$ cat src/rtl/common_pkg.sv
// Shared types and constants for the fetch stage and its neighbours.
package common_pkg;

    localparam int unsigned XLEN = 32;

    typedef logic [XLEN-1:0] word_t;
    typedef logic [XLEN-1:0] instr_t;

    localparam word_t BOOT_ADDR_DEFAULT  = 32'h0000_1000;
    localparam word_t EXC_VECTOR_DEFAULT = 32'h0000_2000;
    localparam word_t PC_STEP            = 32'd4;

    // FETCH: normal requests; MISS: waiting on a fill; KILL: draining a fill after a redirect
    typedef enum logic [1:0] {
        FETCH = 2'd0,
        MISS  = 2'd1,
        KILL  = 2'd2
    } fetch_state_t;

    // Fetch/decode pipeline register payload
    typedef struct packed {
        instr_t instr;
        word_t  pc;
        logic   valid;
    } fd_reg_t;

endpackage

$ cat src/rtl/fetch_stage.sv
// Instruction-fetch stage: owns the PC, drives the i-cache request port and
// registers fetched words into the F/D register.
// Ports:
//   clk, rst_n                       clock, async active-low reset
//   icache_req/icache_addr           fetch request and address (address from registers only)
//   icache_ready/icache_data         response valid and instruction word
//   stall                            hold F/D and PC
//   redirect/redirect_pc             taken branch/jump target
//   exception                        jump to EXC_VECTOR
//   iret/iret_pc                     return from exception
//   instr/instr_pc/instr_valid       F/D register outputs to decode
module fetch_stage
    import common_pkg::*;
#(
    parameter word_t BOOT_ADDR  = BOOT_ADDR_DEFAULT,
    parameter word_t EXC_VECTOR = EXC_VECTOR_DEFAULT
) (
    input  logic   clk,
    input  logic   rst_n,
    output logic   icache_req,
    output word_t  icache_addr,
    input  logic   icache_ready,
    input  instr_t icache_data,
    input  logic   stall,
    input  logic   redirect,
    input  word_t  redirect_pc,
    input  logic   exception,
    input  logic   iret,
    input  word_t  iret_pc,
    output instr_t instr,
    output word_t  instr_pc,
    output logic   instr_valid
);

    fetch_state_t state_q, state_d;
    word_t        pc_q, pc_d;
    word_t        tgt_q, tgt_d;
    fd_reg_t      fd_q, fd_d;
    logic         req_q;
    logic         redir;
    word_t        redir_pc;

    // Next-PC priority mux for redirect sources
    always_comb begin
        redir = exception | iret | redirect;
        if (exception) begin
            redir_pc = EXC_VECTOR;
        end else if (iret) begin
            redir_pc = iret_pc;
        end else begin
            redir_pc = redirect_pc;
        end
    end

    // State and datapath registers
    always_ff @(posedge clk or negedge rst_n) begin
        if (!rst_n) begin
            state_q <= FETCH;
            pc_q    <= BOOT_ADDR;
            tgt_q   <= '0;
            fd_q    <= '0;
            req_q   <= 1'b0;
        end else begin
            state_q <= state_d;
            pc_q    <= pc_d;
            tgt_q   <= tgt_d;
            fd_q    <= fd_d;
            req_q   <= 1'b1;
        end
    end

    // Next-state and next-datapath logic; a redirect always flushes before capture
    always_comb begin
        state_d = state_q;
        pc_d    = pc_q;
        tgt_d   = tgt_q;
        fd_d    = fd_q;
        case (state_q)
            FETCH: begin
                if (redir) begin
                    pc_d       = redir_pc;
                    fd_d.valid = 1'b0;
                end else if (req_q && icache_ready) begin
                    // a stalled hit is dropped and re-requested at the same PC
                    if (!stall) begin
                        fd_d = '{instr: icache_data, pc: pc_q, valid: 1'b1};
                        pc_d = pc_q + PC_STEP;
                    end
                end else if (req_q) begin
                    state_d = MISS;
                    if (!stall) begin
                        fd_d.valid = 1'b0;
                    end
                end
            end
            MISS: begin
                if (redir) begin
                    fd_d.valid = 1'b0;
                    if (icache_ready) begin
                        state_d = FETCH;
                        pc_d    = redir_pc;
                    end else begin
                        // fill cannot be aborted: keep address, park the target
                        state_d = KILL;
                        tgt_d   = redir_pc;
                    end
                end else if (icache_ready) begin
                    state_d = FETCH;
                    if (!stall) begin
                        fd_d = '{instr: icache_data, pc: pc_q, valid: 1'b1};
                        pc_d = pc_q + PC_STEP;
                    end
                end else if (!stall) begin
                    fd_d.valid = 1'b0;
                end
            end
            KILL: begin
                fd_d.valid = 1'b0;
                if (redir) begin
                    tgt_d = redir_pc;
                end
                if (icache_ready) begin
                    state_d = FETCH;
                    pc_d    = redir ? redir_pc : tgt_q;
                end
            end
            default: begin
                state_d = FETCH;
            end
        endcase
    end

    // Outputs: all driven from registers
    always_comb begin
        icache_req  = req_q;
        icache_addr = pc_q;
        instr       = fd_q.instr;
        instr_pc    = fd_q.pc;
        instr_valid = fd_q.valid;
    end

endmodule
$ cat config.mk
export PLATFORM = sky130hd
export DESIGN_NAME = fetch_stage
export DESIGN_NICKNAME = d
export VERILOG_FILES = /design/src/rtl/common_pkg.sv /design/src/rtl/fetch_stage.sv
export SDC_FILE = /design/constraint.sdc
export NUM_CORES = 1
export LEC_CHECK = 0
export BUFFER_PORTS_ARGS = -buffer_cell sky130_fd_sc_hd__clkbuf_2
export CAP_MARGIN = 20
export CORE_ASPECT_RATIO = 0.6
export CORE_UTILIZATION = 45
export CTS_BUF_LIST = sky130_fd_sc_hd__clkbuf_8
export DETAILED_ROUTE_END_ITERATION = 8
export PLACE_DENSITY_LB_ADDON = 0.12
export SETUP_SLACK_MARGIN = 0.2
export SLEW_MARGIN = 20
export SYNTH_ARGS = -nofsm -noshare
export SYNTH_HDL_FRONTEND = slang
export SYNTH_SLANG_ARGS = --single-unit
export TNS_END_PERCENT = 10
$ cat constraint.sdc
create_clock -name clk -period 2.72 [get_ports clk]
set_clock_uncertainty 0.15 [all_clocks]
set_input_delay 0.136 -clock clk [delete_from_list [all_inputs] [get_ports clk]]
set_output_delay 0.136 -clock clk [all_outputs]
set_load 0.1 [all_outputs]
# After elaboration in Yosys (flattened, before gate mapping)
# Index checks and enable logic that the tools add are counted.
# word_totals
output_inout_bits	98
input_bits	103
regBits	132
elab_cells	67
# op_classes
reduce_logical	10
n_eq_ne	13
add_sub_neg	1
bitwise	2
n_mux	34
# ops
operator	count
$mux W32	12
$mux W64	4
$pmux W64 S2	1
$pmux W32 S3	1
$mux W65	1
$pmux W32 S2	1
$add A32 B3 Y32 const B	1
$ne A2 B2 Y1 const B	9
$mux W2	6
$mux W1	6
$pmux W2 S3	1
$reduce_and A3 Y1	2
$reduce_and A5 Y1	1
$ne A4 B4 Y1 const B	1
$reduce_and A4 Y1	1
$reduce_bool A2 Y1	2
$ne A3 B3 Y1 const B	1
$pmux W1 S3	1
$reduce_bool A3 Y1	1
$eq A2 B1 Y1 const B	1
$eq A2 B2 Y1 const B	1
$logic_not A2 Y1	1
$or A1 B1 Y1	2
$reduce_and A2 Y1	1
$logic_and A1 B1 Y1	1

# Logic depth before layout (Yosys ltp)
# depth
ltp_word	5
ltp_mapped	9
ltp_nobuf	7

# Worst setup path before layout
# OpenSTA, ideal clock, no wires.
# synth_timing
path_type	flip-flop to flip-flop
startpoint	register pc_q[2] (netlist: icache_addr[2])
endpoint	register pc_q[26] (netlist: icache_addr[26])
stages_incl_launch_ff	7
period_less_slack_ns	2.733
n_path_buf	0
arrival_ns	2.503
required_ns	2.490
path_slack_ns	-0.013
setup_time_ns	0.080
cell_sequence	dfrtp_1 > ha_1 > nand2_1 > or3_4 > or4_1 > a21oi_1 > a2bb2oi_1
# synth_via
elab_chain_len	5
word_cells_on_any_way	7
cone_classes	add/sub (1); mux (6)
# synth_rtl
item	line	text
start: declaration	fetch_stage.sv:36	word_t pc_q, pc_d;
start signal: assignment	fetch_stage.sv:65	pc_q <= pc_d;
$add A32 B3 Y32 *	fetch_stage.sv:87, fetch_stage.sv:111	
$mux W32 *	fetch_stage.sv:85, fetch_stage.sv:109	
$mux W32 (on tied branches)	fetch_stage.sv:107, fetch_stage.sv:83	
$mux W32 (on tied branches)	fetch_stage.sv:97, fetch_stage.sv:80	
$pmux W32 S3 *	fetch_stage.sv:78	case (state_q)
# Mark *: on every way between the ends. The rest lies on a longest branch, timed or not. The select of a mux whose other input is x is not followed.
# A chain may end at the register's enable or synchronous reset.

# Final worst setup path
# layout_timing
startpoint	register state_q[1]
endpoint	register fd_q, in the netlist instr[4]
# layout_via
elab_chain_len	3
word_cells_on_any_way	9
cone_classes	eq/ne (5); mux (1); reduce/logical (3)
# layout_rtl
item	line	text
start: declaration	fetch_stage.sv:35	fetch_state_t state_q, state_d;
start signal: assignment	fetch_stage.sv:64	state_q <= state_d;
$eq A2 B1 Y1 / $logic_not A2 Y1 (equally long branches)	fetch_stage.sv:78	
$ne A2 B2 Y1 (no line) / $reduce_bool A2 Y1 (equally long branches)	-	
$reduce_and A5 Y1 (no line)	-	
end signal: assignment	fetch_stage.sv:61	fd_q <= '0;
end signal: assignment	fetch_stage.sv:67	fd_q <= fd_d;
end: declaration	fetch_stage.sv:38	fd_reg_t fd_q, fd_d;
# Parallel ways exist; a longest one is shown, timed or not.

==> results.md <==
* GRT overflow at 0
* Hold Crit Class: primary input to flop
* Crit share post-route at between 90% and 100%
* Synth area leaders: dfrtp_1, mux2_2, mux2i_1
* Seq pwr share at 29.4%
* DR vias at about 6,400
* Synth top area share at just under 50%
* Count of different cell masters after synthesis at 63
* Status: finished clean
* Top FF cell, synth: dfrtp_1
* Initial Util at a little under half
* I/O pin cnt at between 200 and 250
* Compound-gate portion of the synthesized area at ~15%
* Layout cells sized above 1 at 40.13%
* Initial antenna violation count at 0
* Final WL at a little over 20,000 um
* Slew Limit Fails at 0
* Switching share of power at 57.43%
* Drt wl/cell at 18.10 um
* Number of max-cap violations at 0
* Vias in the first global route at between 6,000 and 7,000
* Die Area at 15,630 um^2
* Ys Warns at 0
* FF+latch count, synth at ~130
* Final TNS setup at 0 ns
* Mapped Avg Cell Area at roughly 11 um^2
* Mux contribution to synthesized area at 17.95%
* Pin count of the biggest net entering global routing at between 100 and 150
* Hold Crit Endpoint: tgt_q[11]
* N_diodes at 0
* Vias/cell at ~5.6
* Die W at between 150 and 200 um
* Mapped cell area at between 6000 and 7000 um^2
* P&R area growth vs syn at 38.53%
* CP max FO at 16
* Clock Sinks at approximately 130
* P_leak at between 4 and 5 nW
* Worst-margin pin slew at between 1 and 1.5 ns
* Main combinational cell family by area after synthesis: multiplexers
* Mapped Cells at ~640
* Critical path endpoint category: flop
* R2R cell count at 9
* Clock root cell: clkbuf_8
* Synth area leader: dfrtp_1
* Most frequent cell after synthesis: dfrtp_1
* Worst skew pair latency at roughly 0.44 ns
* Post-Synth XOR/XNOR Area at 0.3862%
* Core Area at ~15,000 um^2
* Top post-synthesis cells by count: dfrtp_1, mux2_2, nand2_1, nor2_1, o21ai_0
* PwrDens at around 1200 nW/um^2
* WS Path Type: flop to flop
* DRC Markers at 0
* Worst EP arrival at about 2.7 ns
* H-tree Lvls at 4
* Most common cell on crit path: inv_1
* EDFF count, synth at 0
* Combinational power share at 56.5%
* Gpl congestion at between 0.8 and 0.9
* Post-DP HPWL at around 14,000 um
* Routed Antenna Nets at 0
* WHS at between 0.01 and 0.015 ns
* Slew headroom at 32.80%
* Final setup vio count at 0
* Async S/R FF share, synth at 100.0%
* Fmax at 399.1 MHz
* FF/Latch Area at between 3000 and 4000 um^2
* Hold Fails Final Rpt at 0
* Drt first-iter violations at 475
* Period minus WS final at 2.506 ns
* Final #Nets at 1,043
* Critical Path, Cell by Cell: inv_1, ha_4, inv_1, nor2_2, a21oi_1, nor4b_4, buf_4, bufbuf_16, mux2_2
* All-Layer GR Usage at 27.15%
* Crit-path slowest cell: dfrtp_2
* Sequential share of the synthesized area at approximately 50%
* Adder-Cell Fraction of Synth Area at 1.103%
* CTS Buf Count at 17
* Hold path cells at 4
* Req. time, crit path at roughly 2.9 ns
* Footprint of the multi-input gates at between 3000 and 4000 um^2
* Filler cells at between 1,000 and 1,500
* Reg2Reg Setup Slack at about 0.21 ns
* Simple-gate share of the synthesized area at roughly 13%
* Port Buffers at 200
* Wire length of the first global-routing pass at around 33,000 um
* Clock slew at reported path FFs at 0.09 ns
* Crit path launch type: flop
* Worst VDD drop at 0.001087 V
* Syn_nets at between 700 and 800
* Switching power at around 6.4 mW
* TritonCTS clock tree: built
* Clock buffer depth at 2
* Unrepaired setup endpoints after global routing: yes
* Clk pwr share at between 10% and 20%
* Worst reg2reg path endpoint: instr[4]
* Pint at 4.773 mW
* Hold path startpoint: redirect_pc[11]
* Max incr delay on CP at between 0.4 and 0.5 ns
* Origin of the critical flop-to-flop path: state_q[1]
* First-pass DRT Iterations at 5
* Row count at 34
* Die H at 97.25 um
-- worst max path at each step --
stage / startpoint / to / slack, ns / depth (start not counted)
CTS: state_q[1] / instr[2] / 0.20 / 9
finish: state_q[1] / instr[4] / 0.21 / 9
detailed placement: state_q[1] / icache_addr[23] / 0.13 / 8
global placement: state_q[1] / icache_addr[23] / 0.29 / 8
global route: state_q[1] / instr[2] / 0.13 / 9
floorplan: icache_addr[15] / icache_addr[26] / 0.19 / 5
-- flip-flops by register name (all words and copies together), names as in the netlist --
signal       flops
instr_valid      1
state_q          2
icache_addr     32
instr           32
icache_req       1
instr_pc        32
tgt_q           32
-- cells by family after synthesis --
family	Yosys count
flops	132
fa+ha+maj	6
compound gates	158
xor+xnor	3
mux	112
simple gates	175
buf+inv	55
other cells	1
-- stage by stage --
stage          util, %  setup WS, ns  power [mW]  area [um^2]  cells
2_1_floorplan        -        0.1945       8.221         6823    642
3_5_place_dp     55.49        0.1323       9.465         8120   1024
6_report         64.41        0.2142       11.21         9425   1145
5_1_grt          64.41        0.1295       11.68         9425   1145
3_3_place_gp     55.49        0.2891       9.343         8120   1024
4_1_cts          64.12        0.1980       11.17         9383   1143
-- routing by layer --
layer	up-vias	wire length (um)	global-route usage, %
met5	-	0	0
met4	0	247	7.547
met3	24	1398	4.695
met2	285	9778	43.12
met1	3153	9304	38.32
li1	2971	-	-
-- cell type report --
cell class | count | share of cell area (%)
Inverter | 10 | 0.3982
Tap cell | 198 | 2.628
Clock buffer | 17 | 2.482
Multi-Input combinational cell | 455 | 34.91
Sequential cell | 132 | 35.28
Clock inverter | 15 | 1.407
Timing Repair Buffer | 318 | 22.89
-- power groups by stage --
| stage | sequential, mW | combinational (mW) | clock [mW] |
|---|---|---|---|
| 2_1_floorplan | 6.71 | 1.51 | 0 |
| 3_3_place_gp | 3.26 | 6.09 | 0 |
| 3_5_place_dp | 3.31 | 6.16 | 0 |
| 4_1_cts | 3.28 | 6.29 | 1.60 |
| 5_1_grt | 3.39 | 6.60 | 1.69 |
| 6_report | 3.30 | 6.34 | 1.57 |
-- worst max-delay path: cells and delay by family (launching register included) --
family | cells | cell delay [ns]
buf+inv | 4 | 0.73
mux | 1 | 0.36
fa+ha+maj | 1 | 0.17
flops | 1 | 0.45
simple gates | 2 | 0.43
compound gates | 1 | 0.09
-- placed cells by master, fill, tap and decap left out, types with 5 or more instances in the layout --
master	count
dfrtp_1	114
nor2_1	44
o31ai_1	20
mux2_2	80
and3_1	13
a21oi_1	32
nand3_1	10
nor3_1	16
clkinvlp_4	5
dlygate4sd3_1	83
dfrtp_2	17
inv_1	12
mux2i_1	32
nand4_1	14
ha_1	5
clkbuf_8	17
o31a_1	7
o2bb2ai_1	5
nand2_1	46
inv_6	6
clkbuf_2	199
o21ai_0	36
buf_4	30
a31oi_1	14
-- timing repair --
action | CTS | global route
hold buffers | 83 | 0
gates resized for setup | 5 | 9
endpoints found under the setup margin | 61 | 77
pin swaps | 1 | 0
hold endpoints to repair | 162 | 0
cloned | 2 | 0
buffers inserted | 2 | 2
(Power assumes the default switching activity.)
